===== src/rtl/digit_drawer_pkg.sv =====
// Shared definitions for the seven-segment glyph plotter.
//   - FSM state enumeration
//   - segment index constants (a..g = 0..6) and direction encoding
//   - 16-entry segment-mask table for glyphs 0..9, A, b, C, d, E, F
//   - helpers: per-segment start offset/direction, lowest-set-segment pick
package digit_drawer_pkg;

  typedef enum logic [1:0] {ST_IDLE, ST_SCAN, ST_DRAW, ST_DONE} stateT;

  typedef enum logic {DIR_X, DIR_Y} dirT;

  localparam logic [2:0] SEG_A = 3'd0;
  localparam logic [2:0] SEG_B = 3'd1;
  localparam logic [2:0] SEG_C = 3'd2;
  localparam logic [2:0] SEG_D = 3'd3;
  localparam logic [2:0] SEG_E = 3'd4;
  localparam logic [2:0] SEG_F = 3'd5;
  localparam logic [2:0] SEG_G = 3'd6;

  // bit0 = segment a ... bit6 = segment g
  localparam logic [6:0] SEG_MASK [16] = '{
    7'h3F, 7'h06, 7'h5B, 7'h4F, 7'h66, 7'h6D, 7'h7D, 7'h07,
    7'h7F, 7'h6F, 7'h77, 7'h7C, 7'h39, 7'h5E, 7'h79, 7'h71
  };

  typedef struct packed {
    logic [4:0] x0;
    logic [4:0] y0;
    dirT        dir;
  } segGeomT;

  // Start offset and stroke direction of a segment for a glyph of stroke len.
  // Vertical strokes share their end pixels with the horizontal ones.
  function automatic segGeomT segGeom(input logic [2:0] seg, input logic [4:0] len);
    logic [4:0] lm1;
    logic [4:0] bot;
    lm1 = len - 5'd1;
    bot = (len << 1) - 5'd2;
    case (seg)
      SEG_A:   segGeom = '{x0: 5'd0, y0: 5'd0, dir: DIR_X};
      SEG_B:   segGeom = '{x0: lm1,  y0: 5'd0, dir: DIR_Y};
      SEG_C:   segGeom = '{x0: lm1,  y0: lm1,  dir: DIR_Y};
      SEG_D:   segGeom = '{x0: 5'd0, y0: bot,  dir: DIR_X};
      SEG_E:   segGeom = '{x0: 5'd0, y0: lm1,  dir: DIR_Y};
      SEG_F:   segGeom = '{x0: 5'd0, y0: 5'd0, dir: DIR_Y};
      default: segGeom = '{x0: 5'd0, y0: lm1,  dir: DIR_X};
    endcase
  endfunction

  // Index of the lowest set bit; segments are drawn in a..g order.
  function automatic logic [2:0] lowestSeg(input logic [6:0] m);
    lowestSeg = 3'd0;
    for (int i = 6; i >= 0; i--) begin
      if (m[i]) lowestSeg = 3'(i);
    end
  endfunction

endpackage


===== src/rtl/digit_drawer_if.sv =====
// Request/pixel bundle of the glyph plotter.
//   master: issues start/abort with digit and tile origin, receives pixels
//   slave : the plotter; returns xOut/yOut/plot plus busy/done status
interface digit_drawer_if;
  logic       start;
  logic       abort;
  logic [3:0] digit;
  logic [7:0] xIn;
  logic [6:0] yIn;
  logic [7:0] xOut;
  logic [6:0] yOut;
  logic       plot;
  logic       busy;
  logic       done;

  modport master (output start, abort, digit, xIn, yIn,
                  input  xOut, yOut, plot, busy, done);
  modport slave  (input  start, abort, digit, xIn, yIn,
                  output xOut, yOut, plot, busy, done);
endinterface


===== src/rtl/digit_drawer_seg_stepper.sv =====
// Pixel offset generator for one straight segment.
//   x0, y0 : segment start offset inside the glyph
//   dir    : DIR_X advances dx, DIR_Y advances dy
//   len    : pixels in the segment
//   step   : pixel index along the segment
//   dx, dy : glyph-relative pixel offset
//   last   : step is the final pixel of the segment
module seg_stepper
  import digit_drawer_pkg::*;
(
  input  logic [4:0] x0,
  input  logic [4:0] y0,
  input  dirT        dir,
  input  logic [4:0] len,
  input  logic [3:0] step,
  output logic [4:0] dx,
  output logic [4:0] dy,
  output logic       last
);

  always_comb begin
    dx   = x0 + ((dir == DIR_X) ? {1'b0, step} : 5'd0);
    dy   = y0 + ((dir == DIR_Y) ? {1'b0, step} : 5'd0);
    last = ({1'b0, step} == (len - 5'd1));
  end

endmodule


===== src/rtl/digit_drawer.sv =====
// Seven-segment glyph plotter: emits one pixel per cycle for each lit
// segment of a hex digit, offset by the captured tile origin.
//   clk    : clock, rising edge
//   resetn : asynchronous active-low reset
//   bus    : slave side of digit_drawer_if (start/abort/digit/xIn/yIn in,
//            xOut/yOut/plot/busy/done out, all outputs registered)
module digit_drawer
  import digit_drawer_pkg::*;
#(
  parameter int SEG_LEN = 7,
  parameter int X_ORG   = 11,
  parameter int Y_ORG   = 7,
  parameter int HEX_EN  = 1
) (
  input  logic           clk,
  input  logic           resetn,
  digit_drawer_if.slave  bus
);

  localparam logic [4:0] LEN = 5'(SEG_LEN);

  stateT      state, nextState;
  logic [6:0] mask, nextMask, loadMask;
  logic [2:0] seg, nextSeg;
  logic [3:0] step, nextStep;
  logic       lastReg;
  logic [7:0] xBase;
  logic [6:0] yBase;
  segGeomT    geom;
  logic [4:0] dx, dy;
  logic       stepLast;

  assign loadMask = (HEX_EN == 0 && bus.digit > 4'd9) ? 7'd0 : SEG_MASK[bus.digit];

  always_comb begin
    nextState = state;
    nextMask  = mask;
    nextSeg   = seg;
    nextStep  = step;
    unique case (state)
      ST_IDLE: begin
        if (bus.start) begin
          nextState = ST_SCAN;
          nextMask  = loadMask;
        end
      end
      ST_SCAN: begin
        if (mask == 7'd0) begin
          nextState = ST_DONE;
        end else begin
          nextState = ST_DRAW;
          nextSeg   = lowestSeg(mask);
          nextStep  = 4'd0;
        end
      end
      ST_DRAW: begin
        if (lastReg) begin
          nextState = ST_SCAN;
          nextMask  = mask & ~(7'd1 << seg);
        end else begin
          nextStep = step + 4'd1;
        end
      end
      ST_DONE: nextState = ST_IDLE;
      default: nextState = ST_IDLE;
    endcase
    if (bus.abort && state != ST_IDLE) begin
      nextState = ST_IDLE;
      nextMask  = 7'd0;
      nextStep  = 4'd0;
    end
  end

  // The stepper looks at the upcoming segment/step so the pixel it yields can
  // be registered straight into xOut/yOut; its last flag is registered
  // alongside and therefore describes the pixel currently on the outputs.
  assign geom = segGeom(nextSeg, LEN);

  seg_stepper uStepper (
    .x0   (geom.x0),
    .y0   (geom.y0),
    .dir  (geom.dir),
    .len  (LEN),
    .step (nextStep),
    .dx   (dx),
    .dy   (dy),
    .last (stepLast)
  );

  always_ff @(posedge clk or negedge resetn) begin
    if (!resetn) begin
      state    <= ST_IDLE;
      mask     <= 7'd0;
      seg      <= 3'd0;
      step     <= 4'd0;
      lastReg  <= 1'b0;
      xBase    <= 8'd0;
      yBase    <= 7'd0;
      bus.xOut <= 8'd0;
      bus.yOut <= 7'd0;
      bus.plot <= 1'b0;
      bus.busy <= 1'b0;
      bus.done <= 1'b0;
    end else begin
      state   <= nextState;
      mask    <= nextMask;
      seg     <= nextSeg;
      step    <= nextStep;
      lastReg <= stepLast;
      if (state == ST_IDLE && bus.start) begin
        xBase <= bus.xIn + 8'(X_ORG);
        yBase <= bus.yIn + 7'(Y_ORG);
      end
      bus.plot <= (nextState == ST_DRAW);
      bus.busy <= (nextState != ST_IDLE);
      bus.done <= (nextState == ST_DONE);
      // Coordinates wrap silently; they hold whenever no pixel is emitted.
      if (nextState == ST_DRAW) begin
        bus.xOut <= xBase + {3'b000, dx};
        bus.yOut <= yBase + {2'b00, dy};
      end
    end
  end

endmodule


===== src/flat_wrapper.sv =====
// flat-port wrapper written by rule: the top's interface ports become plain ports
module digit_drawer_flat import digit_drawer_pkg::*;
#(
  parameter int SEG_LEN = 7,
  parameter int X_ORG   = 11,
  parameter int Y_ORG   = 7,
  parameter int HEX_EN  = 1
)
  (clk, resetn, bus_start, bus_abort, bus_digit, bus_xIn, bus_yIn, bus_xOut, bus_yOut, bus_plot, bus_busy, bus_done);
  digit_drawer_if bus_i ();
  input  logic clk;
  input  logic resetn;
  input wire logic [$bits(bus_i.start)-1:0] bus_start;
  input wire logic [$bits(bus_i.abort)-1:0] bus_abort;
  input wire logic [$bits(bus_i.digit)-1:0] bus_digit;
  input wire logic [$bits(bus_i.xIn)-1:0] bus_xIn;
  input wire logic [$bits(bus_i.yIn)-1:0] bus_yIn;
  output wire logic [$bits(bus_i.xOut)-1:0] bus_xOut;
  output wire logic [$bits(bus_i.yOut)-1:0] bus_yOut;
  output wire logic [$bits(bus_i.plot)-1:0] bus_plot;
  output wire logic [$bits(bus_i.busy)-1:0] bus_busy;
  output wire logic [$bits(bus_i.done)-1:0] bus_done;
  assign bus_i.start = bus_start;
  assign bus_i.abort = bus_abort;
  assign bus_i.digit = bus_digit;
  assign bus_i.xIn = bus_xIn;
  assign bus_i.yIn = bus_yIn;
  assign bus_xOut = bus_i.xOut;
  assign bus_yOut = bus_i.yOut;
  assign bus_plot = bus_i.plot;
  assign bus_busy = bus_i.busy;
  assign bus_done = bus_i.done;
  digit_drawer #(.SEG_LEN(SEG_LEN), .X_ORG(X_ORG), .Y_ORG(Y_ORG), .HEX_EN(HEX_EN)) u_core (.clk(clk), .resetn(resetn), .bus(bus_i));
endmodule

===== config.mk =====
export PLATFORM = sky130hd
export DESIGN_NAME = digit_drawer_flat
export DESIGN_NICKNAME = d
export VERILOG_FILES = /design/src/rtl/digit_drawer_pkg.sv /design/src/rtl/digit_drawer_if.sv /design/src/rtl/digit_drawer_seg_stepper.sv /design/src/rtl/digit_drawer.sv /design/src/flat_wrapper.sv
export SDC_FILE = /design/constraint.sdc
export NUM_CORES = 1
export LEC_CHECK = 0
export CAP_MARGIN = 25
export CORE_UTILIZATION = 50
export CTS_CLUSTER_DIAMETER = 200
export DETAILED_ROUTE_END_ITERATION = 10
export HOLD_SLACK_MARGIN = 0.15
export PLACE_DENSITY = 0.76
export REMOVE_ABC_BUFFERS = 1
export SLEW_MARGIN = 40
export SYNTH_ARGS = -nofsm -noshare
export SYNTH_HDL_FRONTEND = slang
export SYNTH_SLANG_ARGS = --single-unit

===== constraint.sdc =====
create_clock -name clk -period 3.8 [get_ports clk]
set_input_delay 0.76 -clock clk [delete_from_list [all_inputs] [get_ports clk]]
set_output_delay 0.76 -clock clk [all_outputs]
set_load 0.005 [all_outputs]

==> reports/results.ini <==
[run_status]
outcome=finished clean

[clocking]
root_buffer=clkbuf_8
cts_tree=built
clock_latency_ns=0.31
htreeDepth=2
clkSinkCount=50
cts_hold_buf=0
path_clk_slew_ns=0.10
cts_made_buffers=5
cts_buffer_depth=2

[place]
placedInstanceArea_um2=3820
portBuffers=40
dp_hpwl_um=4730
gp_congestion=0.821
pre_cts_slack_ns=-0.116

[worst_hold_path]
hp-class=in2async

[synth]
synth.distinct_cells=47
yosysWarnings=0
synth_top_area_share_pct=39.2
synthArstFlopShare_pct=100
synth_area_leaders=dfrtp_1, ha_1, o21ai_0, nand2_1, xor2_1
synth_area_um2=3190
synth_top_area_cell=dfrtp_1
syn-instance-count=345
ys_ff_latch=50
ys.flop_type=dfrtp_1
seq_area_frac_synth_pct=39.2
avgSynthCellArea_um2=9.24
synth_edf_count=0

[cells_and_area]
mostFrequentLayoutCell=dfrtp_1
finish.utilization_pct=67.0
layout_common_cells=dfrtp_1, nand2_1, o21ai_0
final_area_um2=4040
final_net_count=465
drive_gt1_share_pct=16.9
area_growth_pct=26.6
antennaDiodeCount=0

[setup_path]
crit_path_max_incr_delay_ns=0.55
reg2regPathDepth=17
ff2ff_setup_slack_ns=0.09
cp_cell_sequence=or4_4, or3_4, nand3_2, a22oi_2, nor2_2, and2_1, ha_2, inv_2, fa_2, inv_2, ha_4, a21oi_2, o21bai_1, a21oi_2, buf_4, xor2_1, o21ai_0
cp_slowest_cell=or4_4
critPathLaunchType=flop
worst_ep_arrival_time_ns=3.90
endpoint_kind=flop
path_class=reg2reg
critPathMaxFanout=3
crit_cells=17
crit_required_ns=3.99
path_buf_inv=3
cpLargestDelayFamily=simple AND/OR/NAND/NOR gates

[timing]
grt_setup_unrepaired=true
post-route-period-util_pct=97.7
worstMarginPinSlew_ns=0.623
layout_setup_ws_ns=0.0872
skew_ns=0.0105
final-max-slew-violation-count=0
fmax_mhz=269
slew_headroom_pct=58.5
hold_violations=0
finalCriticalPeriod_ns=3.71
finalSetupViolations=0

[die]
die-area_um2=6700
placementRows=28
die_w_um=81.9
pin_count=41
initial_core_util_pct=52.9
core-area_um2=6030
die_h_um=81.9

[grt]
grt_pass1_wl_um=10900
first_global_vias=2533
overflow=0
grt_use_total_pct=21.4
grt_max_degree=51
grt_antenna_before_repair=0

[route]
vias=2628
postRouteAntennaNets=0
route.detailed.drc=0
routedWlPerCell_um=13.1
dr.pass1.iters=6
vias_per_cell=5.39
drt_iter0_drc=132
finalWirelength_um=6400

[pwr]
power_density_nw_per_um2=830
ir_drop_v=0.000425
p_leak_nw=1.93
total_power_w=0.00335

[flow_run]
cap_violations=0

-- cell families after synthesis --
logic type | count (synthesis) | share of synthesized area, %
muxes | 8 | 3.10
and+or+nand+nor | 99 | 15.3
xor gates and xnor gates | 25 | 7.10
buffers and inverters | 34 | 4.08
AOI/OAI and AO/OA | 99 | 18.5
DFF | 50 | 39.2
adders and majority gates | 30 | 12.7
-- power breakdown --
group	total [W]	internal (W)	switching [W]
clock	0.000333	0.000137	0.000197
sequential	0.000912	0.000755	0.000158
combinational	0.00211	0.00110	0.00101
-- per-stage QoR --
| step | TNS [ns] | std cells | hold slack [ns] |
|---|---|---|---|
| CTS | 0 | 484 | 0.473 |
| finish | 0 | 488 | 0.453 |
| global placement | 0 | 475 | 0.465 |
| floorplan | 0 | 338 | 0.456 |
| global route | -0.352 | 488 | 0.509 |
| detailed placement | -0.160 | 475 | 0.473 |
-- synthesized netlist by cell type, types with 4 or more instances --
cell type	count
nor2_1	15
xnor2_1	7
a21o_1	8
dfrtp_1	50
a31oi_1	8
o21a_1	4
mux2_2	5
a21oi_1	14
fa_1	4
ha_1	26
nor2b_1	7
clkbuf_1	4
o21ai_0	47
nand2_1	46
nand2b_1	6
xor2_1	17
inv_1	27
-- area by class of cell --
cell class / instances / area (um^2)
Clock buffer: 5 / 68.8
Clock inverter: 3 / 28.8
Fill cell: 474 / 1990
Inverter: 27 / 101
Multi-Input combinational cell: 261 / 1890
Sequential cell: 50 / 1250
Tap cell: 75 / 93.8
Timing Repair Buffer: 67 / 601
-- worst paths after layout --
| path | start | end |
|---|---|---|
| max | u_core.mask[2]$_DFFE_PN0P_ | u_core.bus.xOut[5]$_DFFE_PN0P_ |
| min reg2reg | u_core.yBase[3]$_DFFE_PN0P_ | u_core.yBase[3]$_DFFE_PN0P_ |
| max in group asynchronous | resetn | u_core.mask[4]$_DFFE_PN0P_ |
| max reg2reg | u_core.mask[2]$_DFFE_PN0P_ | u_core.bus.xOut[5]$_DFFE_PN0P_ |
| min in group clk | u_core.yBase[3]$_DFFE_PN0P_ | u_core.yBase[3]$_DFFE_PN0P_ |
| min | resetn | u_core.bus.xOut[1]$_DFFE_PN0P_ |
-- layer usage --
layer	vias up	wire length, um	share of wire [%]	global-route usage [%]
met1	1253	2990	47	28.1
met2	44	3110	49	36.4
met5	-	0	0	0
li1	1326	-	-	-
met3	5	236	3.7	3.67
met4	0	65	1.0	5.79
-- registers in the layout (all words and copies together) (netlist names) --
| register | cells |
|---|---|
| u_core.lastReg | 1 |
| u_core.step | 4 |
| u_core.bus.yOut | 7 |
| u_core.state | 2 |
| u_core.bus.busy | 1 |
| u_core.bus.plot | 1 |
| u_core.xBase | 8 |
| u_core.bus.done | 1 |
| u_core.seg | 3 |
| u_core.bus.xOut | 8 |
| u_core.yBase | 7 |
| u_core.mask | 7 |
-- repair_timing --
action	in CTS	in global routing
pin swaps	2	16
setup endpoints to repair	4	7
buffers inserted	1	4
gates resized for setup	6	18
(Power assumes the default switching activity.)
